==> src/rtl/tdc_pkg.sv <==
// Shared types and constants for the TDC front end.
package tdc_pkg;

    typedef enum logic [1:0] {
        IDLE  = 2'd0,
        COUNT = 2'd1,
        ACCUM = 2'd2
    } state_t;

    localparam int CNT_W_DEF  = 16;
    localparam int SYNC_DEPTH = 2;

endpackage

==> src/rtl/edge_sync.sv <==
// Multi-flop synchroniser for an asynchronous comparator level, followed by a
// one-cycle pulse on each synchronised rising edge.
module edge_sync
    import tdc_pkg::*;
#(
    parameter int DEPTH = SYNC_DEPTH
) (
    input  logic clk,
    input  logic rst_n,
    input  logic async_i,
    output logic pulse_o
);

    logic [DEPTH-1:0] sync_q;
    logic             prev_q;

    always_ff @(posedge clk or negedge rst_n) begin
        if (!rst_n) begin
            sync_q <= '0;
            prev_q <= 1'b0;
        end else begin
            sync_q <= {sync_q[DEPTH-2:0], async_i};
            prev_q <= sync_q[DEPTH-1];
        end
    end

    assign pulse_o = sync_q[DEPTH-1] & ~prev_q;

endmodule

==> src/rtl/tdc_diff_meas.sv <==
// Measures START->STOP intervals in clk cycles, averages 2^AVG_LOG2 of them,
// removes a calibration offset and publishes the result on frame_tick.
module tdc_diff_meas
    import tdc_pkg::*;
#(
    parameter int               CNT_W      = CNT_W_DEF,
    parameter int               AVG_LOG2   = 2,
    parameter logic [CNT_W-1:0] MAX_CNT    = CNT_W'(16'hFFF0),
    parameter logic [CNT_W-1:0] CAL_OFFSET = '0
) (
    input  logic             clk,
    input  logic             rst_n,
    input  logic             start_in,
    input  logic             stop_in,
    input  logic             frame_tick,
    output logic [CNT_W-1:0] diffout,
    output logic             diff_valid,
    output logic [7:0]       err_cnt
);

    localparam int               ACC_W  = CNT_W + AVG_LOG2;
    localparam int               N_W    = (AVG_LOG2 == 0) ? 1 : AVG_LOG2;
    localparam logic [N_W-1:0]   N_LAST = N_W'((1 << AVG_LOG2) - 1);

    logic stE, spE;

    edge_sync #(.DEPTH(SYNC_DEPTH)) u_start_sync (
        .clk     (clk),
        .rst_n   (rst_n),
        .async_i (start_in),
        .pulse_o (stE)
    );

    edge_sync #(.DEPTH(SYNC_DEPTH)) u_stop_sync (
        .clk     (clk),
        .rst_n   (rst_n),
        .async_i (stop_in),
        .pulse_o (spE)
    );

    state_t           state_q, state_d;
    logic [CNT_W-1:0] cnt_q, cnt_d;
    logic [CNT_W-1:0] sample_q, sample_d;
    logic [ACC_W-1:0] acc_q, acc_d;
    logic [N_W-1:0]   n_q, n_d;
    logic [CNT_W-1:0] pend_q, pend_d;
    logic             pendV_q, pendV_d;
    logic [CNT_W-1:0] diffout_q, diffout_d;
    logic             valid_q, valid_d;
    logic [7:0]       err_q, err_d;

    logic [CNT_W:0]   cntInc;
    logic [ACC_W-1:0] accSum;
    logic [CNT_W-1:0] avgRaw, avgCal;
    logic             errInc;

    // cntInc is the interval a stop edge in this cycle would report
    assign cntInc = {1'b0, cnt_q} + 1'b1;
    assign accSum = acc_q + ACC_W'(sample_q);
    assign avgRaw = CNT_W'(accSum >> AVG_LOG2);
    assign avgCal = (avgRaw > CAL_OFFSET) ? (avgRaw - CAL_OFFSET) : '0;

    always_ff @(posedge clk or negedge rst_n) begin
        if (!rst_n) begin
            state_q   <= IDLE;
            cnt_q     <= '0;
            sample_q  <= '0;
            acc_q     <= '0;
            n_q       <= '0;
            pend_q    <= '0;
            pendV_q   <= 1'b0;
            diffout_q <= '0;
            valid_q   <= 1'b0;
            err_q     <= '0;
        end else begin
            state_q   <= state_d;
            cnt_q     <= cnt_d;
            sample_q  <= sample_d;
            acc_q     <= acc_d;
            n_q       <= n_d;
            pend_q    <= pend_d;
            pendV_q   <= pendV_d;
            diffout_q <= diffout_d;
            valid_q   <= valid_d;
            err_q     <= err_d;
        end
    end

    // Publish uses the old pending value, so a result landing on a tick waits.
    always_comb begin
        state_d   = state_q;
        cnt_d     = cnt_q;
        sample_d  = sample_q;
        acc_d     = acc_q;
        n_d       = n_q;
        pend_d    = pend_q;
        pendV_d   = pendV_q;
        diffout_d = diffout_q;
        valid_d   = valid_q;
        errInc    = 1'b0;

        if (frame_tick && pendV_q) begin
            diffout_d = pend_q;
            valid_d   = 1'b1;
            pendV_d   = 1'b0;
        end

        case (state_q)
            IDLE: begin
                if (stE) begin
                    cnt_d   = '0;
                    state_d = COUNT;
                end
            end
            COUNT: begin
                cnt_d = cnt_q + 1'b1;
                // Timeout beats a coincident stop so every sample stays below MAX_CNT
                if (cntInc >= {1'b0, MAX_CNT}) begin
                    errInc  = 1'b1;
                    state_d = IDLE;
                end else if (spE) begin
                    sample_d = cntInc[CNT_W-1:0];
                    state_d  = ACCUM;
                end else if (stE) begin
                    cnt_d  = '0;
                    errInc = 1'b1;
                end
            end
            ACCUM: begin
                acc_d = accSum;
                n_d   = n_q + 1'b1;
                if (n_q == N_LAST) begin
                    pend_d  = avgCal;
                    pendV_d = 1'b1;
                    acc_d   = '0;
                    n_d     = '0;
                end
                state_d = IDLE;
            end
            default: state_d = IDLE;
        endcase

        err_d = (errInc && (err_q != 8'hFF)) ? (err_q + 8'd1) : err_q;
    end

    assign diffout    = diffout_q;
    assign diff_valid = valid_q;
    assign err_cnt    = err_q;

endmodule

==> config.mk <==
export PLATFORM = sky130hd
export DESIGN_NAME = tdc_diff_meas
export DESIGN_NICKNAME = d
export VERILOG_FILES = /design/src/rtl/tdc_pkg.sv /design/src/rtl/edge_sync.sv /design/src/rtl/tdc_diff_meas.sv
export SDC_FILE = /design/constraint.sdc
export NUM_CORES = 1
export LEC_CHECK = 0
export BUFFER_PORTS_ARGS = -buffer_cell sky130_fd_sc_hd__buf_2
export CAP_MARGIN = 20
export CORE_MARGIN = 1.5
export CORE_UTILIZATION = 62
export DETAILED_ROUTE_END_ITERATION = 8
export PLACE_DENSITY_LB_ADDON = 0.05
export RECOVER_POWER = 50
export SLEW_MARGIN = 25
export SYNTH_ARGS = -nofsm -noshare
export SYNTH_HDL_FRONTEND = slang
export SYNTH_SLANG_ARGS = --single-unit
==> constraint.sdc <==
create_clock -name clk -period 4.75 [get_ports clk]
set_input_delay 0.2375 -clock clk [delete_from_list [all_inputs] [get_ports clk]]
set_output_delay 0.2375 -clock clk [all_outputs]
set_load 0.02 [all_outputs]
==> reports/results.ini, run 1 <==
[synthesis]
syn_avg_cell_area_um2=10.97
async_flop_share_pct=100.0
yosysWarnings=0
synthCells=475
ys.flop_type=dfrtp_1
synth_fp_nets=500
ys_ff_latch=102
yosys.cell_types.count=59
synth_edf_count=0
synth_area_um2=5211
yosysSeqAreaShare_pct=48.98

[placement]
dp_slack_ns=1.839
io_buffers=29
place_congestion=0.8173
dp_hpwl_um=6835

[final_layout]
final_common_cell=dfrtp_1
multiInputGateArea_um2=2479
mostFrequentLayoutCells=102 x dfrtp_1, 44 x nand2_1, 34 x mux2_2
drive_above_1_share_pct=15.11
syn2layout_area_growth_pct=6.603
nNetsFinal=523
fillCellCount=640
ff_latch_area_um2=2552
antenna_cells=0

[floorplanning]
die_w_um=94.68
core_um2=8175
die_h_um=94.68
pin_count=30
design.die.area_um2=8964
start_util_pct=63.74
rows=33

[setup_path]
critPathKind=flip-flop to flip-flop
cpMaxStageDelayCell=a21o_1
endpoint_kind=flip-flop
cpPeakStageDelay_ns=0.64
crit_path_cell_trace=ha_1 > nand2_1 > nor3_2 > xor2_1 > o2111a_2 > a21o_1 > a41oi_1 > a31oi_1
startpoint_type=flip-flop
critPathRequiredTime_ns=5.03
worstPathArrival_ns=3.21
critPathMaxFanout=28

[global_route]
grt_pass1_wl_um=16450
grt_usage_pct=23.94
grt_max_degree=63
overflow=0
grt_pass1_vias=3377
antenna_found_initial=0

[timing]
report.final.hold_viol_count=0
tightest_slew_ns=2.061
report.final.slew_viol_count=42
rsz0062_at_grt=no
slew_headroom_pct=-37.40
finalSetupViolCount=0
finalCritPeriodShare_pct=61.60
timing.setup.tns_ns=0
finClkSkew_ns=0.01340
max_freq_mhz=341.7
fin_ws_ns=1.824
fin_crit_ns=2.926

[worst_hold_path]
worst_hold_path_type=input port to flip-flop

[clock_network]
cts_buffers=9
cts_resized=0
cts-root-buf=clkbuf_8
clockBufferDepth=2
tritoncts=built
clk_latency_ns=0.37
path_clk_slew_ns=0.10
cts.htree.levels=3
cts_sinks=102

[power_and_ir_drop]
switching_share_pct=33.18
power_frac_comb_pct=21.0
clkPwrFrac_pct=26.1
pwr-share-seq_pct=52.9
p_leak_nw=2.683
ir_drop_mv=0.2493
powerDensity_nw_per_um2=353.5
p_int_mw=1.312
p_switching_mw=0.6517

[detailed_routing]
routed_wl_um=9707
route.detailed.drc=0
firstDrtPassIters=4
final_antenna_net_count=0
routed_via_density=5.883
vias=3577
drtIter0Drc=128
wl_per_cell_um=15.97

[flow_run]
cap_viol_max_count=1

[status]
violations=max-capacitance violations, max-slew violations
status=complete, but fails checks

==> Yosys cell counts (12+ instances only) <==
cell type / n / area [um^2]
inv_1: 16 / 60.06
xor2_1: 15 / 131.4
o31ai_1: 12 / 90.09
a21oi_1: 25 / 125.1
ha_1: 19 / 237.7
nor2_1: 21 / 78.83
a31oi_1: 16 / 100.1
mux2_2: 34 / 382.9
dfrtp_1: 102 / 2552
o21ai_0: 24 / 120.1
nand2_1: 44 / 165.2
xnor2_1: 18 / 157.7
nand2b_1: 12 / 75.07
==> metal layers <==
| metal | wire length, um | vias to the layer above | track usage [%] |
|---|---|---|---|
| li1 | - | 1745 | - |
| met3 | 265 | 8 | 4.106 |
| met5 | 0 | - | 0 |
| met1 | 4610 | 1764 | 32.27 |
| met2 | 4718 | 60 | 39.88 |
| met4 | 112 | 0 | 6.716 |
==> power groups by stage <==
stage               combinational, mW  clock [mW]  sequential [mW]
floorplan                       0.324           0             1.04
global placement                0.402           0             1.05
detailed placement              0.414           0             1.05
CTS                             0.417       0.525             1.04
global route                    0.464       0.561             1.05
finish                          0.412       0.513             1.04
==> through the flow <==
stage                     hold WS, ns  cells  power (mW)  utilization [%]  area [um^2]
after floorplan              -0.05809    475       1.362                -         5211
after global placement         0.3334    589       1.450            65.76         5376
after detailed placement       0.3355    589       1.469            65.76         5376
after CTS                     0.07080    608       1.980            68.32         5585
after global routing          0.08602    608       2.077            67.95         5555
final                         0.08448    608       1.964            67.95         5555
==> area by class of cell <==
cell class	count	share of cell area (%)
Clock buffer	9	2.230
Tap cell	105	2.365
Inverter	16	1.081
Timing Repair Buffer	34	2.770
Sequential cell	102	45.95
Clock inverter	7	0.9910
Multi-Input combinational cell	335	44.62
==> what timing repair did <==
item,CTS,global route
hold endpoints to repair,63,0
hold buffers,3,0
buffers inserted,0,0
==> cells by family (layout without fill, tap and decap cells) <==
kind of cell,after synthesis,after routing,synth area share (%)
and+or+nand+nor,124,124,12.82
AOI/OAI and AO/OA,113,113,13.90
DFF,102,102,48.98
adders and majority gates,20,20,4.946
xor gates and xnor gates,33,33,5.546
buffers and inverters,38,66,3.625
muxes,45,45,10.18
==> sequential cells by signal (all words and copies together) (netlist names) <==
name and cells:
pend_q 16, err_cnt 8, pendV_q 1, sample_q 16, state_q 2, u_stop_sync.sync_q 2, cnt_q 16, diffout 16
diff_valid 1, u_start_sync.sync_q 2, u_stop_sync.prev_q 1, acc_q 18, u_start_sync.prev_q 1, n_q 2
==> worst max-delay path: cells and delay by family, from the launching register on <==
family / cells / cell delay [ns]
AO/OA/AOI/OAI: 4 / 1.27
AND/OR/NAND/NOR: 2 / 0.54
flip-flops: 1 / 0.47
adder cells (fa/ha/maj): 1 / 0.33
XOR/XNOR: 1 / 0.23
==> path summary, 6_finish.rpt <==
path | startpoint | end | slack [ns] | depth (start not counted)
worst max-delay path | cnt_q[0] | cnt_q[9] | 1.82 | 8
worst min-delay path | frame_tick | pendV_q | 0.08 | 2
worst max register to register | cnt_q[0] | cnt_q[9] | 1.82 | 8
worst min register to register | u_start_sync.sync_q[0] | u_start_sync.sync_q[1] | 0.36 | 0
max in group asynchronous | rst_n | acc_q[6] | 1.90 | 3
min in group asynchronous | rst_n | diffout[12] | 0.47 | 2
Note: power is estimated with default switching activity, not from simulation.
==> run 2: changes to the inputs <==
- ABC_AREA: default -> 1
- CORE_UTILIZATION: 62 -> 61
- clock period: 4.75 -> 2.75 ns (I/O delays scaled with it)
==> run 2 against run 1 <==
Clock skew is essentially flat. Power up 61%. The run now ends clean. Fmax up 23%.
==> reports/results.ini, run 2 <==
[status]
status=completed

[detailed_routing]
route.detailed.drc=0
routed_via_density=5.307
routed_wl_um=10500
firstDrtPassIters=4
drtIter0Drc=117
final_antenna_net_count=0
vias=4023
wl_per_cell_um=13.86

[synthesis]
ys.flop_type=dfrtp_1
synth_top_area_share_pct=48.24
ys_ff_latch=102
async_flop_share_pct=100.0
synth_edf_count=0
synth_area_leader_cell=dfrtp_1
synthTopCellsByArea=dfrtp_1 48%, nand2_1 14%, ha_1 4.5%
yosysWarnings=0
post-synth-top-count-cell=nand2_1
yosys.cell_types.count=37
syn_avg_cell_area_um2=8.646
yosysSeqAreaShare_pct=48.24
synth_common_cells=196 x nand2_1, 102 x dfrtp_1, 55 x inv_1, 44 x o21ai_0, 38 x nand3_1
synthCells=612
synth_fp_nets=637
synth_area_um2=5291

[floorplanning]
start_util_pct=63.76
die_w_um=96.14
design.die.area_um2=9242
pin_count=30
core_um2=8299
rows=33
die_h_um=96.14

[clock_network]
clk_latency_ns=0.38
cts_sinks=102
cts_resized=0
tritoncts=built
post_cts_buffers=0
path_clk_slew_ns=0.10
cts_buffers=9
cts.htree.levels=3
cts-root-buf=clkbuf_8
hold_buffers=4
clockBufferDepth=2

[setup_path]
ff2ff_path_depth=10
r2r_end=sample_q[7]
r2r-start=cnt_q[0]
ff2ff_setup_slack_ns=0.37
critPathMostFrequentCell=nand2_1
crit_path_cell_trace=ha_1 > nand3_1 > nor2_4 > nand2_1 > nor4_1 > nand2_1 > nand4_4 > inv_2 > nand2_2 > nand2_1
critPathMaxFanout=23
endpoint_kind=flip-flop
worstPathArrival_ns=2.65
critPathRequiredTime_ns=3.02
cpMaxStageDelayCell=dfrtp_1
cpPeakStageDelay_ns=0.47
startpoint_type=flip-flop
critPathKind=flip-flop to flip-flop

[placement]
placed_area_um2=5553
dp.cells=739
dp_hpwl_um=7799
place_congestion=0.9461
io_buffers=29

[global_route]
overflow=0
antenna_found_initial=0
grt_pass1_vias=3852
grt_usage_pct=25.40
grt_pass1_wl_um=17840
grt_max_degree=50

[timing]
finalCritPeriodShare_pct=86.61
tightest_slew_ns=1.177
finClkSkew_ns=0.01329
slew_headroom_pct=21.50
max_freq_mhz=419.9
rsz0062_at_grt=no
fin_crit_ns=2.382
timing.setup.tns_ns=0
report.final.hold_viol_count=0
report.final.slew_viol_count=0
finalSetupViolCount=0

[power_and_ir_drop]
powerDensity_nw_per_um2=553.3
ir_drop_mv=0.3769
p_leak_nw=2.857
power_mw=3.161

[worst_hold_path]
min_to=u_stop_sync.sync_q[1]
hold_depth=0
hp-start=u_stop_sync.sync_q[0]
worst_hold_path_type=flip-flop to flip-flop

[final_layout]
syn2layout_area_growth_pct=7.969
largest-register=acc_q
finalNonFillerCells=758
mostFrequentLayoutCells=196 x nand2_1, 102 x dfrtp_1, 55 x inv_1
nNetsFinal=674
antenna_cells=0
final_common_cell=nand2_1
drive_above_1_share_pct=11.18
fin_area_um2=5713
largest_reg_flops=18

[flow_run]
cap_viol_max_count=0

[run 2: cell types whose count changed in the layout (fill, tap and decap cells not counted), moves of 10 or more]
cell,change
o31ai_1,-12
nand2b_1,-12
a21oi_1,-10
inv_1,+39
a31oi_1,-16
xnor2_1,-11
mux2_2,-23
o21ai_0,+20
nand2_2,+13
nand2_1,+152
nand3_1,+28
[run 2: how the worst max path moves through the flow]
stage | from | endpoint | slack [ns] | cells after the start
4_1_cts | cnt_q[0] | sample_q[7] | 0.35 | 12
3_5_place_dp | cnt_q[0] | sample_q[7] | 0.37 | 12
6_report | cnt_q[0] | sample_q[7] | 0.37 | 10
3_3_place_gp | cnt_q[0] | sample_q[1] | 0.45 | 10
5_1_grt | cnt_q[0] | sample_q[1] | 0.11 | 13
2_1_floorplan | sample_q[0] | pend_q[12] | 0.76 | 11
[run 2: report_power, final]
part	internal, mW	total (mW)	switching, mW
logic	0.192	0.572	0.380
registers	1.62	1.72	0.107
clock network	0.334	0.865	0.531
[run 2: per-layer routing]
layer | track usage (%) | up-vias | part of all wire (%)
li1 | - | 2052 | -
met1 | 34.10 | 1886 | 47
met2 | 41.43 | 70 | 48
met3 | 4.186 | 15 | 3.5
met4 | 9.314 | 0 | 1.7
met5 | 0 | - | 0
[run 2: kinds of logic after synthesis]
logic type | Yosys count | synth area share [%]
xor gates and xnor gates | 24 | 4.398
adders and majority gates | 20 | 4.871
buffers and inverters | 71 | 5.604
AOI/OAI and AO/OA | 71 | 6.952
muxes | 11 | 2.341
and+or+nand+nor | 313 | 27.60
DFF | 102 | 48.24
[run 2: critical path, delay by kind of cell (launching register included)]
| family | cells | cell delay, ns |
|---|---|---|
| flops | 1 | 0.47 |
| fa+ha+maj | 1 | 0.23 |
| simple gates | 8 | 1.37 |
| buf+inv | 1 | 0.19 |
[run 2: final cells by class]
cell class / count / area (um^2)
inverter: 57 / 214.0
fill: 676 / 2586
clock buffer: 9 / 123.9
timing repair buffer: 40 / 203.9
sequential: 102 / 2552
clock inverter: 6 / 45.04
tap: 105 / 131.4
multi-input combinational: 439 / 2442
[run 2: per-stage QoR]
| step | utilization [%] | hold WS, ns | setup slack, ns |
|---|---|---|---|
| final | 68.84 | 0.3629 | 0.3682 |
| after floorplan | - | -0.1581 | 0.7597 |
| after detailed placement | 66.91 | 0.1961 | 0.3748 |
| after global routing | 68.84 | 0.3663 | 0.1067 |
| after global placement | 66.91 | 0.1944 | 0.4538 |
| after CTS | 69.43 | 0.3304 | 0.3461 |
==> run 3: changes to the inputs <==
- CELL_PAD_IN_SITES_DETAIL_PLACEMENT: default -> 1
- CELL_PAD_IN_SITES_GLOBAL_PLACEMENT: default -> 1
- CORE_UTILIZATION: 61 -> 47
==> run 3 against run 2 <==
Combinational power grew 3%. Flip-flop and latch count unchanged. Worst setup slack worse by 0.016 ns. Clock power grew 12%. Sequential power about the same. Count of clock-buffer cells in the layout up 1. Largest power group unchanged. Highest routed layer unchanged.
==> reports/results.ini, run 3 (synthesis gave the netlist of run 2 again) <==
[setup_path]
critPathMostFrequentCell=nand2_1
cpPeakStageDelay_ns=0.47
ff2ff_setup_slack_ns=0.35
worstPathArrival_ns=2.67
critPathMaxFanout=12
endpoint_kind=flip-flop
critPathKind=flip-flop to flip-flop
ff2ff_path_depth=12
r2r-start=cnt_q[0]
startpoint_type=flip-flop
crit_path_cell_trace=ha_1 > nand2_1 > nor2_2 > nand2_1 > xnor2_2 > nand2_1 > nor2_2 > nand3_4 > nand4_4 > inv_2 > nand2_1 > nand2_1
r2r_end=sample_q[1]
cpMaxStageDelayCell=dfrtp_1
critPathRequiredTime_ns=3.02

[floorplanning]
die_h_um=109.1
start_util_pct=48.60
die_w_um=109.1
pin_count=30
core_um2=10890
design.die.area_um2=11900
rows=38

[final_layout]
largest-register=acc_q
mostFrequentLayoutCells=196 x nand2_1, 102 x dfrtp_1, 55 x inv_1
nNetsFinal=677
final_common_cell=nand2_1
largest_reg_flops=18
syn2layout_area_growth_pct=10.26
fillCellCount=1309
drive_above_1_share_pct=14.16
antenna_cells=0
finalNonFillerCells=797

[timing]
finClkSkew_ns=0.01366
rsz0062_at_grt=no
report.final.slew_viol_count=0
timing.setup.tns_ns=0
tightest_slew_ns=1.050
finalCritPeriodShare_pct=87.20
finalSetupViolCount=0
fin_ws_ns=0.3521
max_freq_mhz=417.0
report.final.hold_viol_count=0
fin_crit_ns=2.398
slew_headroom_pct=30.01

[clock_network]
cts-root-buf=clkbuf_8
path_clk_slew_ns=0.09
clockBufferDepth=2
clk_latency_ns=0.38
cts_buffers=9
cts_sinks=102
post_cts_buffers=0
cts_resized=0
tritoncts=built
cts.htree.levels=3

[detailed_routing]
drtIter0Drc=189
routed_via_density=5.223
vias=4163
firstDrtPassIters=4
routed_wl_um=12500
final_antenna_net_count=0
route.detailed.drc=0
wl_per_cell_um=15.69

[power_and_ir_drop]
p_leak_nw=2.949
ir_drop_mv=0.3138
powerDensity_nw_per_um2=563.7
power_mw=3.289

[placement]
dp_slack_ns=0.2816
dp_hpwl_um=9319
dp.cells=776
io_buffers=29
place_congestion=0.8011

[worst_hold_path]
hp-start=u_stop_sync.sync_q[0]
min_to=u_stop_sync.sync_q[1]
hold_depth=0
worst_hold_path_type=flip-flop to flip-flop

[global_route]
grt_max_degree=44
overflow=0
antenna_found_initial=0
grt_pass1_wl_um=21460
grt_usage_pct=23.41
grt_pass1_vias=4455

[flow_run]
cap_viol_max_count=0

[status]
status=completed

[run 3: cell types whose count changed in the layout (fill, tap and decap cells not counted), sizes merged]
cell	previous run	this run
inv	60	56
bufinv	0	1
nand4	15	16
clkinvlp	0	1
clkbuf	34	19
clkinv	3	5
buf	11	29
[run 3: where the power goes]
group	switching [mW]	internal (mW)	leakage [nW]
registers	0.112	1.62	1.39
logic	0.394	0.195	1.46
clock network	0.528	0.442	0.102
total	1.03	2.25	2.95
[run 3: layout make-up]
cell class / count / area, um^2 / area share [%]
flip-flops and latches: 102 / 2552 / 43.75
multi-input cells: 440 / 2455 / 42.08
repair buffers: 42 / 239.0 / 4.096
inverters: 57 / 214.0 / 3.667
well taps: 140 / 175.2 / 3.002
clock buffers: 10 / 137.6 / 2.359
clock inverters: 6 / 61.31 / 1.051
[run 3: how the worst max path moves through the flow]
stage | start | end | slack [ns] | cells past startpoint
floorplan | sample_q[0] | pend_q[12] | 0.76 | 11
global placement | cnt_q[0] | sample_q[1] | 0.36 | 10
detailed placement | cnt_q[0] | sample_q[1] | 0.28 | 12
CTS | cnt_q[0] | sample_q[1] | 0.26 | 12
global route | cnt_q[0] | sample_q[1] | 0.02 | 10
finish | cnt_q[0] | sample_q[1] | 0.35 | 12
[run 3: worst max-delay path, delay by kind of cell, from the launching register on]
family                     cells  cell delay [ns]
adders and majority gates      1             0.25
xor gates and xnor gates       1             0.20
buffers and inverters          1             0.17
and+or+nand+nor                9             1.20
DFF                            1             0.47
[run 3: timing repair]
action,4_1_cts,5_1_grt
endpoints found under the setup margin,0,7
endpoints found under the hold margin,44,0
hold buffers,4,0
[run 3: through the flow]
| stage | hold WS [ns] | instance area [um^2] | util (%) |
|---|---|---|---|
| floorplan | -0.1581 | 5291 | - |
| global placement | 0.1594 | 5612 | 51.54 |
| detailed placement | 0.1682 | 5612 | 51.54 |
| CTS | 0.2911 | 5851 | 53.73 |
| global route | 0.3807 | 5834 | 53.59 |
| finish | 0.3624 | 5834 | 53.59 |
[run 3: per-layer routing]
layer  track usage [%]  vias up  wire (um)
met5                 0        -          0
met4             8.459        0        232
met3             3.646       17        243
met2             40.67       43       6287
met1             29.36     2036       5738
li1                  -     2067          -
